===== src/rtl/sha256_pkg.sv =====
// sha256_pkg: shared state encoding and padding helpers for the SHA-256 feeder and core
package sha256_pkg;
    typedef enum logic [1:0] {IDLE, LOAD, OFFER} state_t;
    localparam logic [7:0] PAD_BYTE = 8'h80;
    function automatic logic [31:0] num_blocks(input logic [31:0] size);
        logic [32:0] s;
        s = {1'b0, size} + 33'd8;
        return {5'b0, s[32:6]} + 32'd1;
    endfunction
    function automatic logic [31:0] pad_word(input logic [31:0] data, input logic signed [39:0] r);
        return r >= 4 ? data :
               r == 3 ? {data[31:8], PAD_BYTE} :
               r == 2 ? {data[31:16], PAD_BYTE, 8'h00} :
               r == 1 ? {data[31:24], PAD_BYTE, 16'h0000} :
               r == 0 ? {PAD_BYTE, 24'h000000} : 32'h0;
    endfunction
endpackage


===== src/rtl/sha256_block_padder.sv =====
// sha256_block_padder: reads a message from word memory and emits SHA-256 padded 512-bit blocks
module sha256_block_padder
    import sha256_pkg::*;
(
    input  logic         clk,
    input  logic         reset,
    input  logic         start,
    input  logic [31:0]  message_addr,
    input  logic [31:0]  size,
    output logic [15:0]  mem_addr,
    output logic         mem_we,
    input  logic [31:0]  mem_read_data,
    output logic [511:0] blk_data,
    output logic         blk_valid,
    input  logic         blk_ready,
    output logic         blk_last,
    output logic         busy,
    output logic         done
);
    state_t state;
    logic [31:0] base, len, blk, last_blk;
    logic [4:0] c;
    logic [3:0] cw;
    logic [31:0] word;
    logic signed [39:0] r;
    logic final_blk;
    assign mem_we = 1'b0;
    always_comb begin
        cw = c[3:0] - 4'd1;
        final_blk = blk == last_blk;
        r = $signed({8'b0, len}) - $signed({2'b0, blk, cw, 2'b0});
        word = final_blk && cw == 4'd14 ? {29'b0, len[31:29]} :
               final_blk && cw == 4'd15 ? {len[28:0], 3'b0} : pad_word(mem_read_data, r);
    end
    always_ff @(posedge clk) begin
        if (reset) begin
            state <= IDLE;
            mem_addr <= '0;
            blk_valid <= 1'b0;
            blk_last <= 1'b0;
            busy <= 1'b0;
            done <= 1'b0;
        end else begin
            done <= 1'b0;
            case (state)
                IDLE: if (start) begin
                    base <= message_addr;
                    len <= size;
                    last_blk <= num_blocks(size) - 32'd1;
                    blk <= '0;
                    c <= '0;
                    busy <= 1'b1;
                    state <= LOAD;
                end
                LOAD: begin
                    if (c < 5'd16) mem_addr <= 16'(base + {blk[27:0], c[3:0]});
                    if (c != 5'd0 && c != 5'd17) blk_data[{~cw, 5'b0} +: 32] <= word;
                    c <= c + 5'd1;
                    if (c == 5'd17) begin
                        state <= OFFER;
                        blk_valid <= 1'b1;
                        blk_last <= final_blk;
                    end
                end
                OFFER: if (!blk_valid) begin
                    state <= IDLE;
                    busy <= 1'b0;
                    done <= 1'b1;
                end else if (blk_ready) begin
                    blk_valid <= 1'b0;
                    blk_last <= 1'b0;
                    if (!final_blk) begin
                        blk <= blk + 32'd1;
                        c <= '0;
                        state <= LOAD;
                    end
                end
                default: state <= IDLE;
            endcase
        end
    end
endmodule

===== config.mk =====
export PLATFORM = sky130hd
export DESIGN_NAME = sha256_block_padder
export DESIGN_NICKNAME = d
export VERILOG_FILES = /design/src/rtl/sha256_pkg.sv /design/src/rtl/sha256_block_padder.sv
export SDC_FILE = /design/constraint.sdc
export NUM_CORES = 1
export LEC_CHECK = 0
export BUFFER_PORTS_ARGS = -buffer_cell sky130_fd_sc_hd__buf_2
export CORE_MARGIN = 3
export CORE_UTILIZATION = 40
export CTS_CLUSTER_DIAMETER = 30
export DETAILED_ROUTE_END_ITERATION = 8
export GPL_ROUTABILITY_DRIVEN = 0
export GPL_TIMING_DRIVEN = 0
export SLEW_MARGIN = 20
export SYNTH_ARGS = -nofsm -noshare
export SYNTH_HDL_FRONTEND = slang
export SYNTH_SLANG_ARGS = --single-unit

===== constraint.sdc =====
create_clock -name clk -period 16 [get_ports clk]
set_input_delay 0.8 -clock clk [delete_from_list [all_inputs] [get_ports clk]]
set_output_delay 0.8 -clock clk [all_outputs]
set_load 0.02 [all_outputs]

# Word level (Yosys, flattened, before mapping)
# Index checks and enable logic that the tools add are counted.
[word_totals] input_bits=100 out_inout_bits=533 reg_bits=651 word_cells=101
[op_classes] shifts=2 add_sub_neg=9 reduce_logical=19 n_lt_le_gt_ge=2 eq_ne=18 n_bitwise=3 n_mux=36
[ops] op="bitwise mux 512 bit" count=1
[ops] op="variable shift 32 x 11 -> 512 bit, first input constant" count=1
[ops] op="indexed part select 32 x 11 -> 512 bit" count=1
[ops] op="2-to-1 mux 32 bit" count=11
[ops] op="equality test 39 x 3 -> 1 bit, second input constant" count=2
[ops] op="case mux 32 bit (2 select lines)" count=1
[ops] op="zero test 40 bit" count=1
[ops] op="equality test 39 x 2 -> 1 bit, second input constant" count=1
[ops] op=">= comparator 39 x 4 -> 1 bit, second input constant" count=1
[ops] op="subtractor 32 x 38 -> 39 bit" count=1
[ops] op="adder 32 x 4 -> 33 bit, second input constant" count=1
[ops] op="adder 32 x 1 -> 32 bit, second input constant" count=1
[ops] op="equality test 32 bit" count=1
[ops] op="subtractor 28 x 1 -> 29 bit, second input constant" count=1
[ops] op="adder 27 x 1 -> 28 bit, second input constant" count=1
[ops] op="2-to-1 mux 5 bit" count=4
[ops] op="adder 16 bit" count=1
[ops] op="case mux 5 bit (3 select lines)" count=1
[ops] op="inequality test 2 bit, second input constant" count=6
[ops] op="AND reduction 6 bit" count=2
[ops] op="negator 9 -> 11 bit" count=1
[ops] op="2-to-1 mux 2 bit" count=5
[ops] op="2-to-1 mux 1 bit" count=9
[ops] op="AND reduction 3 bit" count=3
[ops] op="other kinds (21)" count=31

# Logic depth before layout (Yosys ltp)
# Gate-level depths: netlist (run 1).
[logic_depth] depth_word=12 depth_mapped=20 ltp_nobuf=16

# Worst setup path before layout (run 1)
# OpenSTA, ideal clock, no wires.
[synth_timing] path_kind="in2reg" startpoint="input port reset" endpoint="register base[0], enable pin" t_required_ps=15279 path_buffers=1 cell_stages=2 t_arrival_ps=8709 path_slack_ps=6570 setup_time_ps=721 path_cell_list="clkbuf_1 -> nor4b_1"
[synth_via] elab_chain_cells=2
[synth_rtl] element="from (decl)" line="sha256_block_padder.sv:6" rtl="input logic reset,"
[synth_rtl] element="inverter 1 bit (no source line)"
[synth_rtl] element="AND reduction 3 bit (no source line)"
[synth_rtl] element="to (signal assigned)" line="sha256_block_padder.sv:47" rtl="base <= message_addr;"
[synth_rtl] element="to (decl)" line="sha256_block_padder.sv:21" rtl="logic [31:0] base, len, blk, last_blk;"
# No other way between the ends.
# A chain may end at the register's enable or synchronous reset.

# Worst setup path in the final report (run 1)
[layout_timing] startpoint="register c[0]" endpoint="register blk_data[454], data pin"
[layout_via] elab_chain_cells=12 elab_cells_between_ends=23 classes_between="3 x add/sub; 1 x order compare; 5 x eq/ne; 2 x shift; 8 x mux; 1 x bitwise; 3 x reduce/logical"
[layout_rtl] element="from (decl)" line="sha256_block_padder.sv:22" rtl="logic [4:0] c;"
[layout_rtl] element="from (signal assigned)" line="sha256_block_padder.sv:58" rtl="c <= c + 5'd1;"
[layout_rtl] element="subtractor 4 x 1 -> 4 bit (*)" line="sha256_block_padder.sv:29" rtl="cw = c[3:0] - 4'd1;"
[layout_rtl] element="named net cw[0]" line="sha256_block_padder.sv:23" rtl="logic [3:0] cw;"
[layout_rtl] element="branches (longest 10 deep; another with subtractor 32 x 38 -> 39 bit)"
[layout_rtl] element="bitwise mux 512 bit (*)" line="sha256_block_padder.sv:57" rtl="if (c != 5'd0 && c != 5'd17) blk_data[{~cw, 5'b0} +: 32] <= word;"
[layout_rtl] element="to (signal, indexed assignment)" line="sha256_block_padder.sv:57"
[layout_rtl] element="to (decl)" line="sha256_block_padder.sv:13" rtl="output logic [511:0] blk_data,"
# Mark *: on every way through the listed nets, which the timed path passes.

==> results.py, run 1 <==
metrics = {
    "status": {
        "result_of_the_run": "finished clean",
    },
    "synth": {
        "total_number_of_yosys_warnings": 0,
        "post_synth_instance_area_sq_mm": 0.0278,
        "synth_enable_flop_cells": 624,
        "synth.yosys.seq_area_share_pct": 69.1,
        "synth_seq_cells": 646,
        "async_flop_share_pct": 0,
        "synth_top_flop_cell": "sky130_fd_sc_hd__edfxtp_1",
        "synthesized_instance_count": 2163,
        "synthesis.nets": 2317,
        "synth_cell_type_count": 69,
        "synth.avg_cell_area_sq_um": 12.8,
    },
    "finish": {
        "drive_gt1_share_pct": 30.9,
        "finalNonFillerCells": 3979,
        "num-fill-cells": 5758,
        "stdcell_area_sq_mm": 0.0371,
        "finish.utilization_pct": 54.6,
        "final_net_count": 3098,
        "area_growth_pct": 33.7,
    },
    "worst_hold_path": {
        "holdCritPathClass": "in -> reg",
        "timing.hold.worst.start": "message_addr[13]",
    },
    "detailed_routing": {
        "detail_route.wl_per_cell_um": 26.2,
        "detail_route.drc_violations": 0,
        "dr.pass1.iters": 6,
        "vias": 21400,
        "initialDrtViolationCount": 2301,
        "final_antenna_violating_net_count": 0,
        "route.detailed.vias_per_inst": 5.38,
        "total_detailed_routing_wirelength_um": 104000,
    },
    "setup_path": {
        "crit_path_start": "c[0]",
        "cp.required_ps": 16460,
        "cp-start-kind": "flip-flop",
        "critPathArrivalTime_ps": 7000,
        "worst-setup-path-type": "reg -> reg",
        "crit_path_max_fanout": 10,
        "worst_r2r_startpoint": "c[0]",
        "end_kind": "flip-flop",
    },
    "pwr": {
        "power.leakage_nw": 15.4,
        "vdd.ir_drop.worst_uv": 78.6,
        "power_report.internal_total_mw": 3.69,
        "seq_power_share_pct": 38.8,
        "power_density_mw_per_mm2": 130,
        "total_power_mw": 4.82,
        "swShare_pct": 23.6,
        "p_clk_share_pct": 56.6,
        "comb_power_share_pct": 4.6,
        "power.net_switching_mw": 1.14,
    },
    "placed_design": {
        "numPlacedInstances": 3733,
        "dp_slack_ps": 9550,
        "placement.io_buffers": 614,
        "detailedPlacementHpwl_um": 79600,
        "placed_cell_area_sq_mm": 0.0325,
    },
    "clocking": {
        "cts_hold_buf": 0,
        "worstSkewPairLatency_ps": 720,
        "h-tree-depth": 4,
        "postCtsResizedCells": 0,
        "clock_tree.root_cell": "sky130_fd_sc_hd__clkbuf_16",
        "postCtsSetupBuffers": 0,
        "cts.path.max_buffers": 3,
        "path_clk_slew_ps": 50,
        "tritoncts": "built",
        "tritoncts_buffer_count": 130,
        "clock-sinks": 646,
    },
    "timing": {
        "final_min_period_ps": 6550,
        "worst-slew-pin-transition_ps": 1180,
        "clock_skew_ps": 57.6,
        "grt_setup_unrepaired": "no",
        "finalSetupViolations": 0,
        "final.period_utilization_pct": 40.9,
        "worst_slew_margin_rel_pct": 21.4,
        "setup_ws_ps": 9450,
        "report.final.hold_viol_count": 0,
        "fmax_ghz": 0.153,
        "report.final.slew_viol_count": 0,
        "worst_hold_slack_ps": 260,
        "final.setup.tns_ps": 0,
    },
    "grt": {
        "grt_use_total_pct": 28.1,
        "grt_antenna_before_repair": 15,
        "grt_first_pass_wirelength_um": 148000,
        "number_of_global_route_vias_before_repair": 20700,
        "grt_start_max_net_pins": 32,
        "global_route_overflow": 0,
    },
    "run": {
        "cap_viol_max_count": 0,
    },
    "die": {
        "chipWidth_um": 269,
        "initial_util_pct": 40.8,
        "core_area_sq_mm": 0.0680,
        "dieArea_sq_mm": 0.0726,
        "floorplan.die.height_um": 269,
        "floorplan.rows": 95,
        "boundaryPins": 633,
    },
}
==> routing by layer <==
layer  global-route usage, %  vias to the layer above  share of wire [%]
met5                       0                        -              0.029
met4                    12.6                        4                4.4
li1                        -                     9421                  -
met2                    47.1                     1199                 49
met3                    6.62                      215                8.9
met1                    34.7                    10600                 38
==> kinds of logic after synthesis <==
family	Yosys count	synth area share, %
muxes	10	0.374
DFF	646	69.1
adders and majority gates	54	2.49
other	1	0.0135
buffers and inverters	164	2.39
xor gates and xnor gates	118	3.72
and+or+nand+nor	913	14.8
AOI/OAI and AO/OA	257	7.07
==> area by class of cell <==
type	count	area (sq um)	share of cell area (%)
Clock buffer	143	3310	8.92
Timing Repair Buffer	649	3560	9.59
Inverter	52	195	0.526
Tap cell	921	1150	3.10
Antenna cell	12	30.0	0.0809
Clock inverter	91	1210	3.27
Buffer	112	467	1.26
Multi-Input combinational cell	1353	8010	21.6
Sequential cell	646	19200	51.7
==> worst paths after layout <==
path / endpoint / slack (ps) / depth (start not counted)
setup / recovery: blk_data[454] / 9450 / 20
hold / removal: base[13] / 260 / 1
setup reg to reg: blk_data[454] / 9450 / 20
hold reg to reg: mem_addr[6] / 450 / 2
==> power by group through the flow <==
stage	Sequential, mW	Clock, mW	Combinational (mW)
2_1_floorplan	1.90	0	0.132
3_3_place_gp	1.91	0	0.209
3_5_place_dp	1.90	0	0.219
4_1_cts	1.87	2.75	0.220
5_1_grt	1.87	2.85	0.244
6_report	1.87	2.73	0.223
==> sequential cells by signal, indices dropped and copies added (netlist names) <==
register   count
blk           32
state          2
mem_addr      16
len           32
blk_valid      1
c              5
busy           1
done           1
blk_last       1
blk_data     512
base          16
last_blk      27
==> critical path, stage by stage, from the launching register on <==
cell and delay (ps):
sky130_fd_sc_hd__edfxtp_1 540, sky130_fd_sc_hd__inv_1 340, sky130_fd_sc_hd__ha_1 210, sky130_fd_sc_hd__clkbuf_1 400, sky130_fd_sc_hd__xor2_1 230, sky130_fd_sc_hd__inv_1 60, sky130_fd_sc_hd__ha_1 320, sky130_fd_sc_hd__nor2b_1 170
sky130_fd_sc_hd__o31a_1 290, sky130_fd_sc_hd__o21ai_1 350, sky130_fd_sc_hd__a21oi_1 120, sky130_fd_sc_hd__or4_4 510, sky130_fd_sc_hd__nor4_4 360, sky130_fd_sc_hd__o2111ai_1 160, sky130_fd_sc_hd__or4_1 440, sky130_fd_sc_hd__clkbuf_2 190
sky130_fd_sc_hd__or2_1 210, sky130_fd_sc_hd__buf_2 230, sky130_fd_sc_hd__a41oi_4 630, sky130_fd_sc_hd__buf_4 410, sky130_fd_sc_hd__nor2_1 100
==> placed cells by master (no fill, tap or decap), types with 19 or more instances in the layout <==
cell and count:
sky130_fd_sc_hd__o21ai_0 30, sky130_fd_sc_hd__a21oi_1 99, sky130_fd_sc_hd__nor2_1 528, sky130_fd_sc_hd__nand4_1 24, sky130_fd_sc_hd__dfxtp_1 22, sky130_fd_sc_hd__buf_2 632, sky130_fd_sc_hd__inv_1 52, sky130_fd_sc_hd__and3_1 79
sky130_fd_sc_hd__xnor2_1 70, sky130_fd_sc_hd__clkbuf_1 103, sky130_fd_sc_hd__nand2_1 105, sky130_fd_sc_hd__edfxtp_1 624, sky130_fd_sc_hd__clkbuf_16 130, sky130_fd_sc_hd__ha_1 52, sky130_fd_sc_hd__clkinv_2 19, sky130_fd_sc_hd__xor2_1 48
sky130_fd_sc_hd__nor3_1 21, sky130_fd_sc_hd__nand3_1 44
==> synth_stat cells, types with 6 or more instances <==
cell type	n	area (sq um)
sky130_fd_sc_hd__a211oi_1	10	75.1
sky130_fd_sc_hd__o21a_1	8	60.1
sky130_fd_sc_hd__a32oi_1	9	78.8
sky130_fd_sc_hd__a21boi_0	8	60.1
sky130_fd_sc_hd__dfxtp_1	22	440
sky130_fd_sc_hd__xor2_1	48	420
sky130_fd_sc_hd__edfxtp_1	624	18700
sky130_fd_sc_hd__o21bai_1	10	75.1
sky130_fd_sc_hd__a21oi_1	99	495
sky130_fd_sc_hd__and3_1	79	494
sky130_fd_sc_hd__a21o_1	17	128
sky130_fd_sc_hd__ha_1	52	651
sky130_fd_sc_hd__nor4_1	14	87.6
sky130_fd_sc_hd__xnor2_1	70	613
sky130_fd_sc_hd__nand3_1	44	220
sky130_fd_sc_hd__a41oi_4	7	193
sky130_fd_sc_hd__clkbuf_1	91	342
sky130_fd_sc_hd__or3_1	12	75.1
sky130_fd_sc_hd__mux2i_1	7	70.1
sky130_fd_sc_hd__nand2b_1	15	93.8
sky130_fd_sc_hd__o21ai_0	30	150
sky130_fd_sc_hd__nor2b_1	11	68.8
sky130_fd_sc_hd__and4_1	7	61.3
sky130_fd_sc_hd__nand2_1	105	394
sky130_fd_sc_hd__a32oi_4	7	193
sky130_fd_sc_hd__inv_1	52	195
sky130_fd_sc_hd__nor3_1	22	110
sky130_fd_sc_hd__buf_2	6	30.0
sky130_fd_sc_hd__nand4_1	24	150
sky130_fd_sc_hd__buf_4	8	60.1
sky130_fd_sc_hd__nor2_1	532	2000
sky130_fd_sc_hd__a22oi_2	8	100
sky130_fd_sc_hd__and2_1	20	125
Power figures use the tool's default switching activity.
==> run 2: changes to the inputs <==
==> constraint.sdc (replaced) <==
create_clock -name clk -period 5.5 [get_ports clk]
set_input_delay 0.275 -clock clk [delete_from_list [all_inputs] [get_ports clk]]
set_output_delay 0.275 -clock clk [all_outputs]
set_load 0.02 [all_outputs]
==> run 2 against run 1 <==
Net effect:
- non-clock buffer count grew 75
- clock-buffer cell count grew 4
- sequential share of layout area shrank 1.6 points
- combinational power grew to 3.1 times the previous value
- core utilization grew 1.7 points
- critical path depth shrank 1
- fmax grew 23%
- worst setup slack lost 9300 ps
- clock power grew to 3.0 times the previous value
- via count grew 1.8%
- first-iteration DRC count grew 5.6%
- sequential power grew to 2.9 times the previous value
- critical endpoint is now blk_data[224]
- largest power group unchanged
- highest routed layer unchanged
==> results.py, run 2 (same netlist as run 1, synthesis figures left out) <==
metrics = {
    "clocking": {
        "tritoncts": "built",
        "worstSkewPairLatency_ps": 720,
        "clock_tree.root_cell": "sky130_fd_sc_hd__clkbuf_16",
        "tritoncts_buffer_count": 131,
        "cts.path.max_buffers": 3,
        "h-tree-depth": 4,
        "path_clk_slew_ps": 50,
        "clock-sinks": 646,
    },
    "detailed_routing": {
        "vias": 21800,
        "final_antenna_violating_net_count": 0,
        "detail_route.wl_per_cell_um": 26.3,
        "dr.pass1.iters": 5,
        "initialDrtViolationCount": 2431,
        "route.detailed.vias_per_inst": 5.37,
        "detail_route.drc_violations": 0,
        "total_detailed_routing_wirelength_um": 107000,
    },
    "timing": {
        "clock_skew_ps": 46.2,
        "grt_setup_unrepaired": "no",
        "report.final.slew_viol_count": 0,
        "finalSetupViolations": 0,
        "final_min_period_ps": 5300,
        "worst_slew_margin_rel_pct": 29.9,
        "worst-slew-pin-transition_ps": 1040,
        "report.final.hold_viol_count": 0,
        "worst_hold_slack_ps": 68.5,
        "fmax_ghz": 0.189,
        "final.period_utilization_pct": 96.4,
    },
    "pwr": {
        "vdd.ir_drop.worst_uv": 249,
        "power.leakage_nw": 15.8,
        "power_density_mw_per_mm2": 371,
        "total_power_mw": 14.2,
    },
    "setup_path": {
        "cp.required_ps": 5950,
        "worst-setup-path-type": "reg -> reg",
        "critPathArrivalTime_ps": 5750,
        "crit_path_max_fanout": 8,
        "end_kind": "flip-flop",
        "cp-start-kind": "flip-flop",
    },
    "status": {
        "result_of_the_run": "finished clean",
    },
    "finish": {
        "num-fill-cells": 5653,
        "area_growth_pct": 38.0,
        "largest_register_ffs": 512,
        "max_flop_register": "blk_data",
        "final_net_count": 3174,
        "finish.utilization_pct": 56.3,
        "multi_input_comb_area_sq_mm": 0.00818,
        "most_common_cell_after_layout_fill_and_taps_aside": "sky130_fd_sc_hd__edfxtp_1",
        "top_regs": "blk_data x512, blk x32, len x32",
        "regArea_sq_mm": 0.0192,
        "drive_gt1_share_pct": 32.1,
        "mostFrequentLayoutCells": "sky130_fd_sc_hd__edfxtp_1 (624), sky130_fd_sc_hd__buf_2 (621), sky130_fd_sc_hd__nor2_1 (528)",
    },
    "die": {
        "initial_util_pct": 40.8,
        "boundaryPins": 633,
        "floorplan.die.height_um": 269,
        "dieArea_sq_mm": 0.0726,
        "floorplan.rows": 95,
        "chipWidth_um": 269,
        "core_area_sq_mm": 0.0680,
    },
    "worst_hold_path": {
        "holdCritPathClass": "in -> reg",
    },
    "grt": {
        "grt_antenna_before_repair": 12,
        "grt_use_total_pct": 28.6,
        "grt_first_pass_wirelength_um": 150000,
        "grt_start_max_net_pins": 33,
        "global_route_overflow": 0,
        "number_of_global_route_vias_before_repair": 21000,
    },
    "placed_design": {
        "placement.io_buffers": 614,
        "detailedPlacementHpwl_um": 79400,
    },
    "run": {
        "cap_viol_max_count": 0,
    },
}
[run 2: changes by cell type in the layout (fill, tap and decap cells not counted), moves of 6 or more]
cell,delta
sky130_fd_sc_hd__buf_12,+16
sky130_fd_sc_hd__buf_2,-11
sky130_fd_sc_hd__buf_4,+17
sky130_fd_sc_hd__buf_6,+7
sky130_fd_sc_hd__clkinv_2,-6
sky130_fd_sc_hd__dlygate4sd3_1,+50
sky130_fd_sc_hd__nand3_1,-6
sky130_fd_sc_hd__nand3_2,+6
[run 2: worst paths after layout]
kind                      from            end  slack [ps]  depth (start not counted)
max reg2reg               c[0]  blk_data[224]         200                         19
min reg2reg        mem_addr[8]    mem_addr[8]         450                          2
min          mem_read_data[13]   blk_data[13]          70                          3
max                       c[0]  blk_data[224]         200                         19
[run 2: cell type report]
cell class / instances / share of cell area, %
Sequential cell: 646 / 50.1
Clock buffer: 147 / 8.83
Antenna cell: 8 / 0.0523
Clock inverter: 92 / 3.19
Buffer: 109 / 1.24
Timing Repair Buffer: 727 / 11.7
Multi-Input combinational cell: 1353 / 21.4
Tap cell: 921 / 3.01
Inverter: 52 / 0.516
[run 2: where the power goes]
part	total, mW	internal, mW	leakage (nW)	switching [mW]
combinational	0.695	0.246	6.77	0.450
clock	8.08	5.23	2.16	2.85
sequential	5.45	5.40	6.91	0.0461
total	14.2	10.9	15.8	3.35
[run 2: stage by stage]
step	area, sq um	setup slack (ps)	TNS [ps]	cells
2_1_floorplan	27800	313	0	2163
3_3_place_gp	32000	-1280	-353440	3698
4_1_cts	38100	0.821	0	4044
6_report	38300	196	0	4055
5_1_grt	38300	3.05	0	4052
3_5_place_dp	32600	-1070	-273710	3728
[run 2: worst max-delay path, cell delays in order (launching register included)]
cell and delay, ps:
sky130_fd_sc_hd__edfxtp_1 440, sky130_fd_sc_hd__buf_4 170, sky130_fd_sc_hd__nor3_2 210, sky130_fd_sc_hd__xor2_2 180, sky130_fd_sc_hd__inv_1 90, sky130_fd_sc_hd__ha_1 390, sky130_fd_sc_hd__nand2_1 150, sky130_fd_sc_hd__a211oi_4 250
sky130_fd_sc_hd__o21ai_1 180, sky130_fd_sc_hd__and3_1 210, sky130_fd_sc_hd__or4_4 520, sky130_fd_sc_hd__nor4_4 350, sky130_fd_sc_hd__o2111ai_1 160, sky130_fd_sc_hd__or4_1 410, sky130_fd_sc_hd__clkbuf_2 180, sky130_fd_sc_hd__or2_1 220
sky130_fd_sc_hd__buf_2 240, sky130_fd_sc_hd__a41oi_4 260, sky130_fd_sc_hd__buf_4 320, sky130_fd_sc_hd__nor2_1 80
[run 2: routing by layer]
| layer | GRT usage, % | part of all wire [%] | vias to the layer above | wire, um |
|---|---|---|---|---|
| met2 | 47.7 | 49 | 1205 | 51700 |
| met5 | 0 | 0.024 | - | 26 |
| met1 | 35.6 | 38 | 10800 | 40400 |
| met3 | 6.61 | 8.9 | 217 | 9510 |
| met4 | 12.7 | 4.6 | 4 | 4850 |
| li1 | - | - | 9572 | - |
[run 2: what timing repair did]
item / 4_1_cts / 5_1_grt
setup endpoints to repair: 512 / 457
pin swaps: 22 / 2
gates resized for setup: 21 / 22
setup buffers: 28 / 5
endpoints found under the hold margin: 79 / 0
hold buffers: 50 / 0
==> run 3: changes to the inputs <==
--- a/config.mk
+++ b/config.mk
@@ -12,6 +12,8 @@
 export DETAILED_ROUTE_END_ITERATION = 8
 export GPL_ROUTABILITY_DRIVEN = 0
 export GPL_TIMING_DRIVEN = 0
+export REMOVE_ABC_BUFFERS = 1
+export SKIP_LAST_GASP = 1
 export SLEW_MARGIN = 20
 export SYNTH_ARGS = -nofsm -noshare
 export SYNTH_HDL_FRONTEND = slang
==> run 3 against run 2 <==
Net effect:
- clock-buffer cell count is 15 higher
- power shrank 2.3%
- fmax decreased by 1.7%
- worst hold slack got worse by 18 ps
- combinational power about the same
- first-iteration DRC count shrank 11%
- cell count shrank 2.3%
- largest power group unchanged
==> results.py, run 3 (same netlist as run 1, synthesis figures left out) <==
metrics = {
    "clocking": {
        "worstSkewPairLatency_ps": 700,
        "clock_tree.root_cell": "sky130_fd_sc_hd__clkbuf_16",
        "clock-sinks": 646,
        "tritoncts_buffer_count": 131,
        "tritoncts": "built",
        "h-tree-depth": 4,
        "cts.path.max_buffers": 3,
        "path_clk_slew_ps": 50,
    },
    "placed_design": {
        "placement.io_buffers": 615,
        "dp_slack_ps": -1400,
        "placed_cell_area_sq_mm": 0.0324,
        "detailedPlacementHpwl_um": 74900,
    },
    "setup_path": {
        "timing.rr.end": "blk_data[440]",
        "worst_r2r_startpoint": "c[1]",
        "cp-start-kind": "flip-flop",
        "end_kind": "flip-flop",
        "timing.reg2reg.setup_slack_ps": 100,
        "cp.required_ps": 5930,
        "worst-setup-path-type": "reg -> reg",
        "critPathArrivalTime_ps": 5830,
        "worst_r2r_path_depth": 16,
        "crit_path_max_fanout": 13,
    },
    "finish": {
        "most_common_cell_after_layout_fill_and_taps_aside": "sky130_fd_sc_hd__edfxtp_1",
        "top_regs": "blk_data x512, blk x32, len x32",
        "drive_gt1_share_pct": 33.2,
        "area_growth_pct": 37.1,
        "final_net_count": 3080,
        "largest_register_ffs": 512,
        "num-fill-cells": 5632,
        "stdcell_area_sq_mm": 0.0380,
        "max_flop_register": "blk_data",
        "mostFrequentLayoutCells": "sky130_fd_sc_hd__edfxtp_1 (624), sky130_fd_sc_hd__buf_2 (623), sky130_fd_sc_hd__nor2_1 (526)",
    },
    "grt": {
        "grt_use_total_pct": 27.4,
        "grt_start_max_net_pins": 54,
        "number_of_global_route_vias_before_repair": 20700,
        "global_route_overflow": 0,
        "grt_antenna_before_repair": 7,
        "grt_first_pass_wirelength_um": 146000,
    },
    "status": {
        "result_of_the_run": "finished clean",
    },
    "die": {
        "initial_util_pct": 40.8,
        "boundaryPins": 633,
        "floorplan.die.height_um": 269,
        "chipWidth_um": 269,
        "core_area_sq_mm": 0.0680,
        "dieArea_sq_mm": 0.0726,
        "floorplan.rows": 95,
    },
    "timing": {
        "finalSetupViolations": 0,
        "report.final.slew_viol_count": 0,
        "worst_slew_margin_rel_pct": 25.0,
        "fmax_ghz": 0.185,
        "report.final.hold_viol_count": 0,
        "final.setup.tns_ps": 0,
        "worst_hold_slack_ps": 50.7,
        "worst-slew-pin-transition_ps": 1130,
        "final_min_period_ps": 5400,
        "clock_skew_ps": 49.4,
        "final.period_utilization_pct": 98.1,
        "setup_ws_ps": 104,
    },
    "detailed_routing": {
        "route.detailed.vias_per_inst": 5.35,
        "total_detailed_routing_wirelength_um": 102000,
        "vias": 21200,
        "detail_route.wl_per_cell_um": 25.8,
        "detail_route.drc_violations": 0,
        "initialDrtViolationCount": 2165,
        "final_antenna_violating_net_count": 0,
        "dr.pass1.iters": 7,
    },
    "pwr": {
        "total_power_mw": 13.9,
        "power_density_mw_per_mm2": 365,
        "power.leakage_nw": 15.8,
        "vdd.ir_drop.worst_uv": 233,
    },
    "worst_hold_path": {
        "min_path_cells": 2,
        "hold_path_end": "mem_addr[10]",
        "timing.hold.worst.start": "reset",
        "holdCritPathClass": "in -> reg",
    },
    "run": {
        "cap_viol_max_count": 0,
    },
}
run 3: how the worst max path moves through the flow:
stage | start | end | slack [ps] | depth (start not counted)
after floorplan | state[1] | base[0] | -3400 | 1
after global placement | reset | len[5] | -6580 | 2
after detailed placement | c[0] | blk_data[28] | -1400 | 15
after CTS | c[1] | blk_data[215] | 5 | 17
after global routing | c[1] | blk_data[440] | -30 | 16
final | c[1] | blk_data[440] | 100 | 16
run 3: repair_timing:
item / CTS / global route
hold buffers: 52 / 0
cloned: 0 / 0
resized for setup: 22 / 17
setup endpoints to repair: 512 / 388
endpoints found under the hold margin: 92 / 0
pin swaps: 21 / 5
setup buffers: 26 / 6
run 3: through the flow:
stage	instances	util, %
after global placement	3587	46.4
after CTS	3948	55.7
final	3961	55.9
after global routing	3961	55.9
after detailed placement	3630	47.7
after floorplan	2051	-
run 3: final cells by class:
type,instances,area (sq um),area share [%]
diodes,7,17.5,0.0460
well taps,921,1150,3.03
clock buffers,162,3440,9.03
inverters,52,200,0.526
clock inverters,78,933,2.45
repair buffers,742,4850,12.8
multi-input cells,1353,8270,21.7
flip-flops and latches,646,19200,50.4
run 3: worst max-delay path: stages, from the launching register on:
cell	delay (ps)
sky130_fd_sc_hd__edfxtp_1	490
sky130_fd_sc_hd__inv_4	100
sky130_fd_sc_hd__ha_4	390
sky130_fd_sc_hd__inv_1	200
sky130_fd_sc_hd__fa_1	530
sky130_fd_sc_hd__nor2b_1	240
sky130_fd_sc_hd__o31a_1	280
sky130_fd_sc_hd__o21ai_4	110
sky130_fd_sc_hd__and3_1	180
sky130_fd_sc_hd__or4_4	430
sky130_fd_sc_hd__nor4_4	350
sky130_fd_sc_hd__o2111ai_1	160
sky130_fd_sc_hd__or4_4	500
sky130_fd_sc_hd__or4_4	660
sky130_fd_sc_hd__a32oi_4	310
sky130_fd_sc_hd__buf_12	160
sky130_fd_sc_hd__nor2_1	40
run 3: power breakdown:
group          switching, mW  internal [mW]  leakage (nW)
registers             0.0574           5.40          6.91
logic                  0.443          0.252          6.78
clock network           2.68           5.06          2.09
total                   3.18           10.7          15.8
run 3: routing by layer:
| metal | up-vias | track usage, % | share of wire, % |
|---|---|---|---|
| li1 | 9390 | - | - |
| met3 | 212 | 5.91 | 7.4 |
| met4 | 0 | 12.6 | 4.7 |
| met1 | 10500 | 34.0 | 39 |
| met5 | - | 0 | 0 |
| met2 | 1122 | 46.2 | 49 |
